File: src/rtl/stream_mux_pkg.sv
// Shared types and helpers for the round-robin packet stream multiplexer.
package stream_mux_pkg;

    typedef enum logic {IDLE, LOCKED} arb_state_e;

    // Next channel index after ptr, wrapping at n-1 so non-power-of-2 counts never overflow.
    function automatic int rr_next(input int ptr, input int n);
        return (ptr >= n - 1) ? 0 : ptr + 1;
    endfunction

endpackage

File: src/rtl/rr_arbiter.sv
// Combinational round-robin picker: first requester at or after ptr, wrapping N-1 -> 0.
module rr_arbiter
    import stream_mux_pkg::*;
#(
    parameter int N = 4,
    localparam int IW = $clog2(N)
) (
    input  logic [N-1:0]  req,
    input  logic [IW-1:0] ptr,
    output logic [IW-1:0] grant,
    output logic          any_req
);

    int idx;

    // NOTE: every output gets a default before the search loop so no latch is inferred.
    always_comb begin
        grant   = '0;
        any_req = 1'b0;
        idx     = int'(ptr);
        for (int i = 0; i < N; i++) begin
            if (!any_req && req[IW'(idx)]) begin
                any_req = 1'b1;
                grant   = IW'(idx);
            end
            idx = rr_next(idx, N);
        end
    end

endmodule

File: src/rtl/stream_rr_mux.sv
// N-to-1 packet-aware stream mux: round-robin grant held until the packet's last beat, registered output.
module stream_rr_mux
    import stream_mux_pkg::*;
#(
    parameter int N = 4,
    parameter int M = 8,
    localparam int IW = $clog2(N)
) (
    input  logic          clk,
    input  logic          rst_n,
    input  logic [M-1:0]  in_data [N],
    input  logic [N-1:0]  in_valid,
    input  logic [N-1:0]  in_last,
    output logic [N-1:0]  in_ready,
    output logic [M-1:0]  out_data,
    output logic          out_valid,
    output logic          out_last,
    output logic [IW-1:0] out_sel,
    input  logic          out_ready
);

    arb_state_e    state;
    logic [IW-1:0] ptr;
    logic [IW-1:0] lock_idx;
    logic [IW-1:0] grant;
    logic          any_req;
    logic [IW-1:0] sel_idx;
    logic          load_en;
    logic          ready_en;
    logic          accept;

    rr_arbiter #(.N(N)) u_arb (
        .req     (in_valid),
        .ptr     (ptr),
        .grant   (grant),
        .any_req (any_req)
    );

    // Mid-packet the locked channel owns the output even through bubbles.
    always_comb begin
        load_en  = !out_valid || out_ready;
        sel_idx  = (state == LOCKED) ? lock_idx : grant;
        ready_en = rst_n && load_en && ((state == LOCKED) || any_req);
        accept   = ready_en && in_valid[sel_idx];
        in_ready = ready_en ? (N'(1) << sel_idx) : '0;
    end

    // NOTE: all sequential state uses non-blocking assignments so every register samples pre-edge values.
    always_ff @(posedge clk or negedge rst_n) begin
        if (!rst_n) begin
            state     <= IDLE;
            ptr       <= '0;
            lock_idx  <= '0;
            out_valid <= 1'b0;
            out_data  <= '0;
            out_last  <= 1'b0;
            out_sel   <= '0;
        end else begin
            if (load_en) begin
                out_valid <= accept;
                if (accept) begin
                    out_data <= in_data[sel_idx];
                    out_last <= in_last[sel_idx];
                    out_sel  <= sel_idx;
                end
            end
            if (accept) begin
                case (state)
                    IDLE: begin
                        if (in_last[sel_idx]) begin
                            ptr <= IW'(rr_next(int'(sel_idx), N));
                        end else begin
                            state    <= LOCKED;
                            lock_idx <= sel_idx;
                        end
                    end
                    LOCKED: begin
                        if (in_last[sel_idx]) begin
                            state <= IDLE;
                            ptr   <= IW'(rr_next(int'(lock_idx), N));
                        end
                    end
                    default: state <= IDLE;
                endcase
            end
        end
    end

endmodule
File: config.mk
export PLATFORM = sky130hd
export DESIGN_NAME = stream_rr_mux
export DESIGN_NICKNAME = d
export VERILOG_FILES = /design/src/rtl/stream_mux_pkg.sv /design/src/rtl/rr_arbiter.sv /design/src/rtl/stream_rr_mux.sv
export SDC_FILE = /design/constraint.sdc
export NUM_CORES = 1
export LEC_CHECK = 0
export BUFFER_PORTS_ARGS = -buffer_cell sky130_fd_sc_hd__buf_2
export CAP_MARGIN = 25
export CELL_PAD_IN_SITES_DETAIL_PLACEMENT = 1
export CELL_PAD_IN_SITES_GLOBAL_PLACEMENT = 2
export CORE_MARGIN = 1.5
export CORE_UTILIZATION = 26
export CTS_CLUSTER_DIAMETER = 30
export CTS_CLUSTER_SIZE = 24
export DETAILED_ROUTE_END_ITERATION = 7
export GPL_TIMING_DRIVEN = 0
export PLACE_DENSITY = 0.76
export SLEW_MARGIN = 5
export SYNTH_ARGS = -nofsm -noshare
export SYNTH_HDL_FRONTEND = slang
export SYNTH_SLANG_ARGS = --single-unit
File: constraint.sdc
create_clock -name clk -period 2.93 [get_ports clk]
set_input_delay 0.293 -clock clk [delete_from_list [all_inputs] [get_ports clk]]
set_output_delay 0.293 -clock clk [all_outputs]
set_load 0.02 [all_outputs]
; ---- After elaboration in Yosys (flattened, before gate mapping)
; Index checks and enable logic that the tools add are counted.
[op_classes]
add_sub_neg = 5
magnitude_cmp = 11
eq_ne = 2
shift = 1
mux = 38
bitwise = 3
reduce_logical = 15
[op_table]
columns = op, n
row1 = greater-or-equal comparator 32 x 3 -> 1 bit (second input constant), 2
row2 = 2-to-1 mux 32 bit, 2
row3 = adder 32 x 2 -> 32 bit (second input constant), 1
row4 = 2-to-1 mux 2 bit, 10
row5 = binary-select mux 8 bit (select 2 bit), 1
row6 = less-than comparator 2 x 4 -> 1 bit (second input constant), 4
row7 = 2-to-1 mux 8 bit, 2
row8 = 2-to-1 mux 1 bit, 15
row9 = binary-select mux 1 bit (select 2 bit), 6
row10 = greater-or-equal comparator 2 bit (second input constant), 3
row11 = logical AND 1 bit, 6
row12 = AND reduction 3 bit, 2
row13 = adder 2 x 1 -> 2 bit (second input constant), 2
row14 = zero test 1 bit, 4
row15 = 2-to-1 mux 4 bit, 1
row16 = one-hot mux 2 bit (2 select lines), 1
row17 = << shifter 1 x 2 -> 4 bit (first input constant), 1
row18 = adder 2 x 1 -> 3 bit (second input constant), 1
row19 = greater-or-equal comparator 3 bit (second input constant), 1
row20 = less-than comparator 2 x 3 -> 1 bit (second input constant), 1
row21 = inverter 2 -> 3 bit, 1
row22 = adder 2 bit (second input constant), 1
row23 = logical OR 1 bit, 2
row24 = != test 2 x 1 -> 1 bit (second input constant), 1
row25 = 3 further kinds, 4
[totals]
reg_bits = 17
out_inout_bits = 16
word_cells = 82

; ---- Longest topological paths before layout
[logic_depth]
word_depth = 18
depth_mapped = 12

; ---- Modules after synthesis
; A second synthesis with hierarchy kept.
[unflattened]
cells_unflattened = 170
hier_area_um2 = 1491.4
[by_module_without_submodules]
columns = module, instances, cells_per_inst, area_each_um2
row1 = stream_rr_mux, 1, 129, 1206.2
row2 = rr_arbiter, 1, 41, 285.3

; ---- Worst setup path after synthesis
; OpenSTA, ideal clock, no wires.
[synth_timing]
path_type = register to register
startpoint = reg ptr[0]
endpoint = reg ptr[0]
setup_ns = 0.125
t_arrival_ns = 2.899
t_required_ns = 2.805
setup_slack_ns = -0.094
stages_incl_launch_ff = 10
period_less_slack_ns = 3.024
path_cell_list = dfrtp_1 ha_1 buf_2 mux4_2 a32oi_2 o311ai_4 mux2_4 a2bb2oi_4 and3b_2 mux2_4
[synth_via]
elab_chain_len = 18
word_cells_on_any_way = 51
[synth_rtl]
columns = item, line
row1 = from (decl), stream_rr_mux.sv:23  ; logic [IW-1:0] ptr;
row2 = from (signal assigned), stream_rr_mux.sv:71  ; ptr <= IW'(rr_next(int'(sel_idx), N));
row3 = from (signal assigned), stream_rr_mux.sv:80  ; ptr <= IW'(rr_next(int'(lock_idx), N));
row4 = "parallel branches: the longest is 18 deep, another holds adder 32 x 2 -> 32 bit", n/a
; Several ways; the timed one is not identified. The select of a mux whose other input is x is not followed.
; A chain may end at the register's enable or synchronous reset.

; ---- Worst setup path in the final report
[layout_timing]
startpoint = reg ptr[0]
endpoint = reg lock_idx[1]
[layout_via]
elab_chain_len = 18
word_cells_on_any_way = 45
[layout_rtl]
columns = item, line
row1 = "parallel branches: the longest is 18 deep, another holds adder 32 x 2 -> 32 bit", n/a
row2 = to (signal assigned), stream_rr_mux.sv:74  ; lock_idx <= sel_idx;
row3 = to (decl), stream_rr_mux.sv:24  ; logic [IW-1:0] lock_idx;
; Several ways; the timed one is not identified. The select of a mux whose other input is x is not followed.

==> qor_table.md <==
| Quantity | Value | Unit |
| --- | --- | --- |
| Power density over the cells | 1347 | nW/µm² |
| Cell at the root of the clock tree | sky130_fd_sc_hd__clkbuf_8 | - |
| Leak | 0.001104 | µW |
| RSZ-0062 raised after global routing | true | - |
| Global-route usage over all layers | 15.58 | % |
| DR WL/cell | 15.06 | µm |
| Routability Congestion | 0.6744 | - |
| Std cell rows | 28 | - |
| Number of synthesized flops with an enable pin | 0 | - |
| Footprint of the multi-input gates | 1229 | µm² |
| WHS | 0.3192 | ns |
| Netlist area before placement | 1614 | µm² |
| Vertical extent of the die | 81.79 | µm |
| Max Freq | 0.3173 | GHz |
| Time the worst path needs with I/O delays and setup | 3.152 | ns |
| Routed WL | 4881 | µm |
| Die span in x | 81.79 | µm |
| Layout cell share with drive strength beyond 1 | 53.41 | % |
| # diodes | 0 | - |
| Type of element launching the critical path | flop | - |
| Drt initial violations | 22 | - |
| Result of the run | complete, but fails checks | - |
| Max-capacitance violation count | 0 | - |
| Number of levels the H-tree was split into | 1 | - |
| Detailed-placement wirelength estimate | 3500 | µm |
| Setup violators final | 9 | - |
| Most frequent cells in the layout | sky130_fd_sc_hd__buf_2 (56), sky130_fd_sc_hd__mux2i_1 (21), sky130_fd_sc_hd__buf_4 (20), sky130_fd_sc_hd__dfrtp_1 (17) | - |
| CTS clock-pin slew for the worst setup and hold paths | 0.07 | ns |
| Area after detailed placement | 2017 | µm² |
| TritonCTS clock tree | done | - |
| Footprint of the flip-flops and latches | 425.4 | µm² |
| Number of standard cells in the layout, taps in and fillers out | 324 | - |
| Kind of path behind the tightest hold check | input pin to flop | - |
| Initial Util | 27.10 | % |
| Predominant post-synthesis flop cell | sky130_fd_sc_hd__dfrtp_1 | - |
| Number of hold violations in the final report | 0 | - |
| CP endpoint kind | flop | - |
| DIE AREA | 6690 | µm² |
| Netlist cell types | 53 | - |
| Fill count | 736 | - |
| Via count | 1614 | - |
| Worst slack at placement | -0.3026 | ns |
| Largest net degree at the start of global routing | 19 | - |
| Peak supply drop | 0.4387 | mV |
| Net Count, Synth | 213 | - |
| Number of placed instances with taps included | 301 | - |
| Number of CTS-inserted buffers | 3 | - |
| Number of iterations in the first detailed-routing pass | 4 | - |
| Wire length of the first global-routing pass | 7852 | µm |
| Leading cell type in the layout, fill and taps excluded | sky130_fd_sc_hd__buf_2 | - |
| Final antenna-violating net count | 0 | - |
| Growth of design area from synthesis to finish | 47.13 | % |
| Setup ws final | -0.2215 | ns |
| Arrival time reported for the critical path endpoint | 3.29 | ns |
| Number of warnings reported in the yosys synthesis log | 0 | - |
| Number of antenna violations at the first check in global routing | 0 | - |
| Average instance area after synthesis | 9.607 | µm² |
| Number of input and output port buffers inserted | 58 | - |
| Reg-to-reg setup timing slack | -0.22 | ns |
| NumNets Final | 295 | - |
| Critical Path RT | 3.07 | ns |
| Util after Layout | 39.87 | % |
| Maximum fanout along the worst path | 5 | - |
| Avg Vias per Cell | 4.981 | - |
| Fraction of the cycle the final worst path needs | 107.6 | % |
| Fraction of registers with async set/reset | 100.0 | % |
| Least-Margin Pin Slew | 0.5227 | ns |
| Longest Clk Path Bufs | 2 | - |
| Final cell area excluding filler cells | 2375 | µm² |
| Relative max-transition margin | 65.16 | % |
| Worst Clk Skew | 0.002676 | ns |
| Residual DRC count | 0 | - |
| Number of clock sinks | 17 | - |
| Source-to-sink clock delay at the later pin of the worst-skew pair | 0.26 | ns |
| Kind of critical path | flop to flop | - |
| Number of global-route vias before repair | 1570 | - |
| Core box area | 5956 | µm² |
| Number of synthesized register bits | 17 | - |
| Final global-route overflow total | 0 | - |
| Top-level port count | 59 | - |
| Violated checks | negative setup slack | - |
| Pins Over Slew Limit | 0 | - |
| Gate Count Post-Synth | 168 | - |
| Sequential-to-total area share from yosys stat | 26.36 | % |
## layout make-up
| cell class | instances | area share (%) |
|---|---|---|
| sequential | 17 | 17.91 |
| timing repair buffer | 78 | 20.02 |
| tap | 75 | 3.952 |
| buffer | 13 | 3.846 |
| multi-input combinational | 133 | 51.74 |
| inverter | 4 | 0.6322 |
| clock buffer | 4 | 1.897 |
## power breakdown
group	internal [µW]	total, µW	switching, µW
Clock	96.8	181	84.3
Combinational	1320	2590	1280
Sequential	355	427	71.6
Total	1770	3200	1430
## stage by stage
| step | setup TNS (ns) | power (µW) |
|---|---|---|
| 4_1_cts | -1.319 | 2878 |
| 5_1_grt | -2.915 | 3457 |
| 6_report | -1.185 | 3200 |
| 3_3_place_gp | -4.283 | 2394 |
| 3_5_place_dp | -4.541 | 2412 |
| 2_1_floorplan | 0 | 1961 |
## state kept, by name (all words and copies together), names as in the netlist
name / flops
out_data: 8
lock_idx: 2
out_sel: 2
ptr: 2
out_last: 1
out_valid: 1
state: 1
## worst max-delay path, cell delays in order, from the launching register on
cell	delay, ns
sky130_fd_sc_hd__dfrtp_1	0.42
sky130_fd_sc_hd__ha_4	0.33
sky130_fd_sc_hd__buf_8	0.12
sky130_fd_sc_hd__mux4_2	0.51
sky130_fd_sc_hd__a32oi_2	0.24
sky130_fd_sc_hd__o311ai_4	0.20
sky130_fd_sc_hd__o21a_1	0.25
sky130_fd_sc_hd__a211o_1	0.32
sky130_fd_sc_hd__a211oi_4	0.31
sky130_fd_sc_hd__mux2_4	0.33
## cell families after synthesis
logic type      count (synthesis)  synth area share, %
flops                          17                26.36
fa+ha+maj                       2                1.550
compound gates                 43                21.78
xor+xnor                        1               0.5427
buf+inv                        18                5.658
simple gates                   50                18.60
mux                            37                25.50
## metal layers
| metal | track usage, % | wire, µm |
|---|---|---|
| met5 | 0 | 0 |
| met4 | 6.102 | 77 |
| met3 | 3.111 | 283 |
| met2 | 25.41 | 2336 |
| met1 | 20.08 | 2183 |
## final timing paths
kind,startpoint,to,depth (start not counted)
min in group asynchronous,rst_n,out_last,2
max in group asynchronous,rst_n,out_valid,2
worst max register to register,ptr[0],lock_idx[1],9
worst min register to register,out_data[7],out_data[7],2
worst min-delay path,out_ready,out_valid,3
worst max-delay path,ptr[0],lock_idx[1],9
## timing repair
item	4_1_cts	5_1_grt
pin swaps	10	15
resized for setup	19	32
hold buffers	1	0
setup endpoints to repair	21	21
setup buffers	9	11
endpoints found under the hold margin	17	0
## cell usage after synthesis (all sizes together), types with 2 or more instances
library cell  instances  area [µm²]
inv                   4       15.01
clkbuf                8       31.28
ha                    2       25.02
a211oi                2       20.02
buf                   6       45.04
a21oi                 5       25.02
mux2i                22       220.2
dfrtp                17       425.4
or2                   3       18.77
o21a                  3       23.77
o21ai                17       85.08
and3b                 2       18.77
nand2                12       45.04
mux2                 14       168.9
nor3b                 4       30.03
or3b                  2       17.52
o311ai                2       35.04
nand3b                3       22.52
nand2b                7       43.79
nor3                  2       10.01
a211o                 2       17.52
nor2                  9       41.29
nor4b                 2       17.52
Note: power is estimated with default switching activity, not from simulation.
